[src/rtl/irs_readout_ctrl.sv]
// Readout sequencer for a DDA sample array: walks every enabled channel/sample and streams the results over valid/ready.
// Optional per-channel enable mask is built in when IRS_READOUT_CHMASK_EN is defined.
module irs_readout_ctrl #(
  parameter int SETTLE_CYCLES = 3
) (
  input  logic        clk_i,
  input  logic        rst_n_i,
  input  logic        start_i,
  output logic        busy_o,
  output logic        done_o,
  output logic        irs_smpall_o,
  output logic [5:0]  irs_smp_o,
  output logic [2:0]  irs_ch_o,
  output logic        irs_doe_o,
  output logic        irs_rd_addr_rst_o,
  output logic        irs_rd_addr_adv_o,
  input  logic [11:0] irs_dat_i,
  output logic [15:0] dat_o,
  output logic        valid_o,
  input  logic        ready_i,
`ifdef IRS_READOUT_CHMASK_EN
  input  logic [7:0]  ch_mask_i,
`endif
  output logic [2:0]  dbg_state_o
);

  // Handshake: a word moves on any rising edge where valid_o && ready_i. Once
  // valid_o is raised, dat_o stays frozen and valid_o stays high until that edge.

  typedef enum logic [2:0] {
    IDLE   = 3'd0,
    ARST   = 3'd1,
    SETTLE = 3'd2,
    LATCH  = 3'd3,
    XFER   = 3'd4,
    NEXT   = 3'd5,
    DONE   = 3'd6
  } state_t;

  state_t     state;
  logic [5:0] smp;
  logic [2:0] ch;
  logic [3:0] settle_cnt;
  logic [7:0] mask_q;
  logic [7:0] start_mask;
  logic       last_w;

`ifdef IRS_READOUT_CHMASK_EN
  assign start_mask = ch_mask_i;
`else
  assign start_mask = 8'hFF;
`endif

  function automatic logic [2:0] lowest_en(input logic [7:0] m);
    logic [2:0] r;
    r = 3'd0;
    for (int i = 7; i >= 0; i--) begin
      if (m[i]) r = 3'(i);
    end
    return r;
  endfunction

  function automatic logic [2:0] highest_en(input logic [7:0] m);
    logic [2:0] r;
    r = 3'd0;
    for (int i = 0; i < 8; i++) begin
      if (m[i]) r = 3'(i);
    end
    return r;
  endfunction

  // Next enabled channel above c; last-word detection guarantees one exists.
  function automatic logic [2:0] next_en(input logic [7:0] m, input logic [2:0] c);
    logic [2:0] r;
    r = c;
    for (int i = 7; i >= 0; i--) begin
      if (m[i] && (i > int'(c))) r = 3'(i);
    end
    return r;
  endfunction

  assign last_w      = (smp == 6'd63) && (ch == highest_en(mask_q));
  assign irs_smp_o   = smp;
  assign irs_ch_o    = ch;
  assign dbg_state_o = state;

  always_ff @(posedge clk_i or negedge rst_n_i) begin
    if (!rst_n_i) begin
      state             <= IDLE;
      smp               <= 6'd0;
      ch                <= 3'd0;
      settle_cnt        <= 4'd0;
      mask_q            <= 8'h00;
      busy_o            <= 1'b0;
      done_o            <= 1'b0;
      irs_smpall_o      <= 1'b0;
      irs_doe_o         <= 1'b0;
      irs_rd_addr_rst_o <= 1'b0;
      irs_rd_addr_adv_o <= 1'b0;
      dat_o             <= 16'h0000;
      valid_o           <= 1'b0;
    end else begin
      irs_rd_addr_rst_o <= 1'b0;
      irs_rd_addr_adv_o <= 1'b0;
      done_o            <= 1'b0;
      case (state)
        IDLE: begin
          if (start_i) begin
            busy_o <= 1'b1;
            mask_q <= start_mask;
            if (start_mask == 8'h00) begin
              // Nothing to read: skip straight to the end-of-block pulse.
              state             <= DONE;
              done_o            <= 1'b1;
              irs_rd_addr_adv_o <= 1'b1;
            end else begin
              state             <= ARST;
              irs_rd_addr_rst_o <= 1'b1;
              irs_doe_o         <= 1'b1;
              irs_smpall_o      <= 1'b1;
              ch                <= lowest_en(start_mask);
              smp               <= 6'd0;
            end
          end
        end
        ARST: begin
          state      <= SETTLE;
          settle_cnt <= 4'(SETTLE_CYCLES - 1);
        end
        SETTLE: begin
          if (settle_cnt == 4'd0) begin
            state <= LATCH;
          end else begin
            settle_cnt <= settle_cnt - 4'd1;
          end
        end
        LATCH: begin
          dat_o   <= {last_w, ch, irs_dat_i};
          valid_o <= 1'b1;
          state   <= XFER;
        end
        XFER: begin
          if (ready_i) begin
            valid_o <= 1'b0;
            if (dat_o[15]) begin
              state             <= DONE;
              done_o            <= 1'b1;
              irs_rd_addr_adv_o <= 1'b1;
              irs_doe_o         <= 1'b0;
              irs_smpall_o      <= 1'b0;
            end else begin
              state <= NEXT;
              if (smp == 6'd63) begin
                smp <= 6'd0;
                ch  <= next_en(mask_q, ch);
              end else begin
                smp <= smp + 6'd1;
              end
            end
          end
        end
        NEXT: begin
          state      <= SETTLE;
          settle_cnt <= 4'(SETTLE_CYCLES - 1);
        end
        DONE: begin
          state  <= IDLE;
          busy_o <= 1'b0;
        end
        default: begin
          state <= IDLE;
        end
      endcase
    end
  end

endmodule

[config.mk]
export PLATFORM = sky130hd
export DESIGN_NAME = irs_readout_ctrl
export DESIGN_NICKNAME = d
export VERILOG_FILES = /design/src/rtl/irs_readout_ctrl.sv
export SDC_FILE = /design/constraint.sdc
export NUM_CORES = 1
export LEC_CHECK = 0
export CAP_MARGIN = 25
export CORE_UTILIZATION = 42
export DETAILED_ROUTE_END_ITERATION = 10
export MAX_ROUTING_LAYER = met4
export PLACE_DENSITY = 0.75
export SLEW_MARGIN = 20
export SYNTH_ARGS = -nofsm -noshare
export SYNTH_HDL_FRONTEND = slang
export SYNTH_SLANG_ARGS = --single-unit
[constraint.sdc]
create_clock -name clk_i -period 1.8 [get_ports clk_i]
set_input_delay 0.36 -clock clk_i [delete_from_list [all_inputs] [get_ports clk_i]]
set_output_delay 0.36 -clock clk_i [all_outputs]
set_load 0.05 [all_outputs]
======== Word-level counts from Yosys, hierarchy flattened ========
Index checks and enable logic that the tools add are counted.
storage, ports and cells
  bits in registers ....................... 38
  bits in latches ......................... 0
  RAM bits ................................ 0
  ROM bits ................................ 0
  input port bits ......................... 16
  logic and storage cells ................. 102
  memories kept ........................... 0
operators by class
  $add $sub $neg .......................... 2
  multipliers ............................. 0
  divide/modulo/power cells ............... 0
  magnitude comparators ................... 7
  equality and inequality tests ........... 16
  shifts and indexed selects .............. 0
  multiplexer cells ....................... 43
  bitwise logic cells ..................... 0
  reductions and logical operators ........ 23
operators by type and width
  kind                                                count
  2-to-1 mux 3 bit                                    18
  2-to-1 mux 6 bit                                    4
  case mux 3 bit (5 select lines)                     1
  inequality test 2 bit (second input constant)       7
  > comparator 3 bit (first input constant)           4
  case mux 6 bit (2 select lines)                     1
  2-to-1 mux 1 bit                                    10
  == test 3 bit (second input constant)               3
  logical AND 1 bit                                   8
  inequality test 8 bit (second input constant)       1
  case mux 4 bit (2 select lines)                     1
  AND reduction 2 bit                                 4
  AND reduction 4 bit                                 2
  nonzero test 2 bit                                  4
  adder 6 x 1 -> 6 bit (second input constant)        1
  == test 3 x 2 -> 1 bit (second input constant)      2
  == test 6 bit (second input constant)               1
  > comparator 2 x 3 -> 1 bit (first input constant)  2
  2-to-1 mux 2 bit                                    3
  case mux 1 bit (2 select lines)                     3
  case mux 3 bit (2 select lines)                     1
  AND reduction 6 bit                                 1
  zero test 4 bit                                     1
  2-to-1 mux 4 bit                                    1
  other kinds (7)                                     7

======== Depth between registers and ports, before layout ========
  depth after elaboration ................. 13
  depth in mapped cells ................... 7
  depth with buffers taken out ............ 6

======== Worst setup path before layout ========
No wires, ideal clock.
  path type ............................... register to register
  start ................................... reg smp[0], in the netlist irs_smp_o[0]
  end ..................................... reg ch[1], in the netlist irs_ch_o[1]
  arrival ................................. 2001 ps
  required time ........................... 1674 ps
  slack ................................... -327 ps
  stages on the path, launching flop included .. 8
  buffers on the path ..................... 2
  period minus slack after synthesis ...... 2127 ps
  cells stage by stage .................... dfrtp_1 ha_1 and3_1 buf_2 and4_1 clkbuf_1 a41o_1 a221o_1
on the way
  cells in the longest elaborated chain, start to end .. 3
ends and longest elaborated chain
  what                             line  text
  start: declaration               41    logic [5:0] smp;
  start signal: assignment         157   smp <= smp + 6'd1;
  == test 6 bit                    153   if (smp == 6'd63) begin
  inequality test 2 bit (no line)  --
  AND reduction 6 bit (no line)    --
  end signal: assignment           121   ch <= lowest_en(start_mask);
  end signal: assignment           155   ch <= next_en(mask_q, ch);
  end: declaration                 42    logic [2:0] ch;
Every way passes these cells.
A chain may end at the register's enable or synchronous reset.

======== Worst setup path in the final report ========
  start ................................... reg settle_cnt[0]
  end ..................................... reg settle_cnt[1]
on the way
  cells in the longest elaborated chain, start to end .. 3
ends and longest elaborated chain
  what                                                                    line      text
  start: declaration                                                      43        logic [3:0] settle_cnt;
  start signal: assignment                                                128       settle_cnt <= 4'(SETTLE_CYCLES - 1);
  start signal: assignment                                                134       settle_cnt <= settle_cnt - 4'd1;
  start signal: assignment                                                164       settle_cnt <= 4'(SETTLE_CYCLES - 1);
  subtractor 4 x 1 -> 4 bit or zero test 4 bit (tied branches)            134, 131
  2-to-1 mux 4 bit or inequality test 2 bit (tied branches)               --
  case mux 4 bit (2 select lines) or AND reduction 2 bit (tied branches)  --
Parallel ways exist; a longest one is shown, timed or not. The select of a mux whose other input is x is not followed.

==> metrics <==
Slew HR 55.4%; highest-delay cell along the critical path or3b_2; starting density of the core 45.6%; post-synth top area cell dfrtp_1; Synth Area per Inst 11.0 um^2; cell family with the largest share of critical-path delay simple AND/OR/NAND/NOR gates; Nets 237; Gate power share 50.7%; largest net degree at the start of global routing 32; top cell type's share of synthesized area 54.9%; CTS tree yes; most common flop cell mapped by yosys dfrtp_1; R2R cell count 6; Top-Level Pins 51; Num CTS Buffers 5; Hold Crit Class input port to asynchronous set/reset pin; Post-Syn Nets 177; number of global-route vias before repair 1277; worst path bufs/invs 1; Lkg Pwr 1.11 nW; critical path required time 1.97 ns; Worst-path clk slew 0.08 ns; Tmin final 1.69 ns; Chip Height 66.2 um; Max FO, Critical Path 4; Core Footprint 3800 um^2; RSZ-0062 raised after global routing no; Max-Cap Viols 0; Worst Skew 0.00656 ns; Mapped Area 1730 um^2; Via Count 1390; grt total ovfl 0; # clock sinks 38; Clk pwr share 15.6%; fraction of layout cells with a size suffix above 1 37.0%; area delta synth->final 36.4%; crit share post-route 93.6%; placed cell areas 2260 um^2; grt peak-use layer met2; grt met1 use 23.5%; post-synthesis cell type count 45; status complete, no violations; Iter 0 DRT Violations 42; switch share 44.3%; worst skew pair latency 0.29 ns; slowest stage delay, CP 0.48 ns; most frequent cells in the layout 47 x buf_4, 34 x dfrtp_1, 15 x nand2_1; Rows 22; crit path launch type register; post-DP HPWL 2.66 mm; endpoints failing setup 0; Worst-Margin Slew 0.669 ns; WP data arrival 1.86 ns; synthesized flop and latch total 38; Crit path depth 6; Final Hold Fails 0; met2 Use GR 28.3%; vias per cell 5.21; Critical Path Sink Type register; met3 usage 5.34%; Internal 2.16 mW; Peak VDD IR 1.20 mV; total chip power 3.88 mW; hold_buf cts 0; leading cell type in the layout, fill and taps excluded buf_4; Post-Synthesis Cells 158; Max clock buf depth 2; H-tree depth 2; Max Clk Rate 593 MHz; final wirelength 3.57 mm; Crit Path Category register to register; DRC violations left 0; drt pass-1 iters 4; switching power 1.72 mW; crit-path cells inv_1, ha_1, or3b_2, nand2_2, nor2_1, a211o_1; die area 4390 um^2; root buffer cell clkbuf_8; register area share after synthesis 54.9%; Cell Pwr Density 1640 nW/um^2; GRT Total Usage 18.5%; Placer Congestion 0.911; Post-synth ARST share 100%; global-route wire length before repair 5.93 mm; PortBufs 50; number of flops mapped to enable cells by yosys 0; Die Wd 66.2 um; Synth area leaders dfrtp_1 55%, mux2_2 9.1%, nand2_1 3.5%; WL/cell 13.4 um; Slew Limit Fails 0; ant diodes 0; antenna violation net count after detailed routing 0; initial antenna violation count 0; Synth Warn # 0; setup TNS 0 ns; Final Instance Area 2360 um^2; register share of total power 33.8%
flip-flops by register name (all words and copies together), names as in the netlist:
name and cells:
busy_o 1, valid_o 1, dat_o 16, mask_q 1
irs_rd_addr_rst_o 1, irs_ch_o 3, irs_doe_o 1, dbg_state_o 3
irs_smp_o 6, settle_cnt 4, irs_rd_addr_adv_o 1
cells in the mapped netlist (2+ instances only):
master and instances:
dfrtp_1 38, nand2_1 16, mux2_2 14, o21ai_0 11, nor2_1 10, inv_1 7, nand3_1 6, a21oi_1 4
buf_2 4, and3_1 3, ha_1 3, nor3b_1 3, a31oi_1 2, buf_4 2, clkbuf_1 2, nor2b_1 2
nor3_1 2, xor2_1 2
worst reg2reg max path, stage by stage, from the launching register on:
cell and delay (ns):
dfrtp_1 0.39, inv_1 0.11, ha_1 0.15, or3b_2 0.48, nand2_2 0.13, nor2_1 0.05
a211o_1 0.26
cell families after synthesis:
family                   after synthesis  share of synthesized area [%]
AO/OA/AOI/OAI                         30                           11.3
adder cells (fa/ha/maj)                3                           2.17
multiplexers                          15                           9.68
AND/OR/NAND/NOR                       52                           15.6
XOR/XNOR                               3                           1.52
buffers and inverters                 17                           4.91
flip-flops                            38                           54.9
layer usage:
| metal | vias up | wire length (um) |
|---|---|---|
| met5 | - | 0 |
| met4 | 0 | 43 |
| met3 | 4 | 216 |
| met2 | 45 | 1650 |
| met1 | 665 | 1650 |
| li1 | 676 | - |
power by group through the flow:
stage / sequential [mW] / clock [mW] / combinational (mW)
final: 1.31 / 0.604 / 1.97
after global routing: 1.34 / 0.661 / 2.10
after CTS: 1.31 / 0.623 / 1.96
after detailed placement: 1.33 / 0 / 1.96
after global placement: 1.30 / 0 / 1.93
after floorplan: 2.01 / 0 / 0.676
final cells by class:
class / count / area, um^2
fill: 337 / 1440
inverter: 7 / 26.3
tap: 48 / 60.1
sequential: 38 / 956
clock buffer: 6 / 82.6
clock inverter: 2 / 12.5
multi-input combinational: 103 / 708
timing repair buffer: 63 / 518
metrics by stage:
stage,cells,utilization (%),hold slack (ns),setup WS (ns)
after floorplan,158,-,0.0644,-0.0722
after global placement,259,59.5,0.431,0.0290
after detailed placement,259,59.5,0.435,0.0114
after CTS,267,62.0,0.121,0.0284
after global routing,267,62.2,0.154,0.0110
final,267,62.2,0.0989,0.115
worst paths after layout:
check / start / end / slack [ns]
min in group clk_i: valid_o / valid_o / 0.49
setup reg to reg: settle_cnt[0] / settle_cnt[1] / 0.11
setup / recovery: settle_cnt[0] / settle_cnt[1] / 0.11
hold / removal: rst_n_i / irs_doe_o / 0.1
max in group asynchronous: rst_n_i / dat_o[14] / 1.13
hold reg to reg: valid_o / valid_o / 0.49
what timing repair did:
| action | in CTS | in global routing |
|---|---|---|
| buffers inserted | 0 | 0 |
| resized for setup | 0 | 3 |
| setup endpoints to repair | 0 | 2 |
Note: power is estimated with default switching activity, not from simulation.
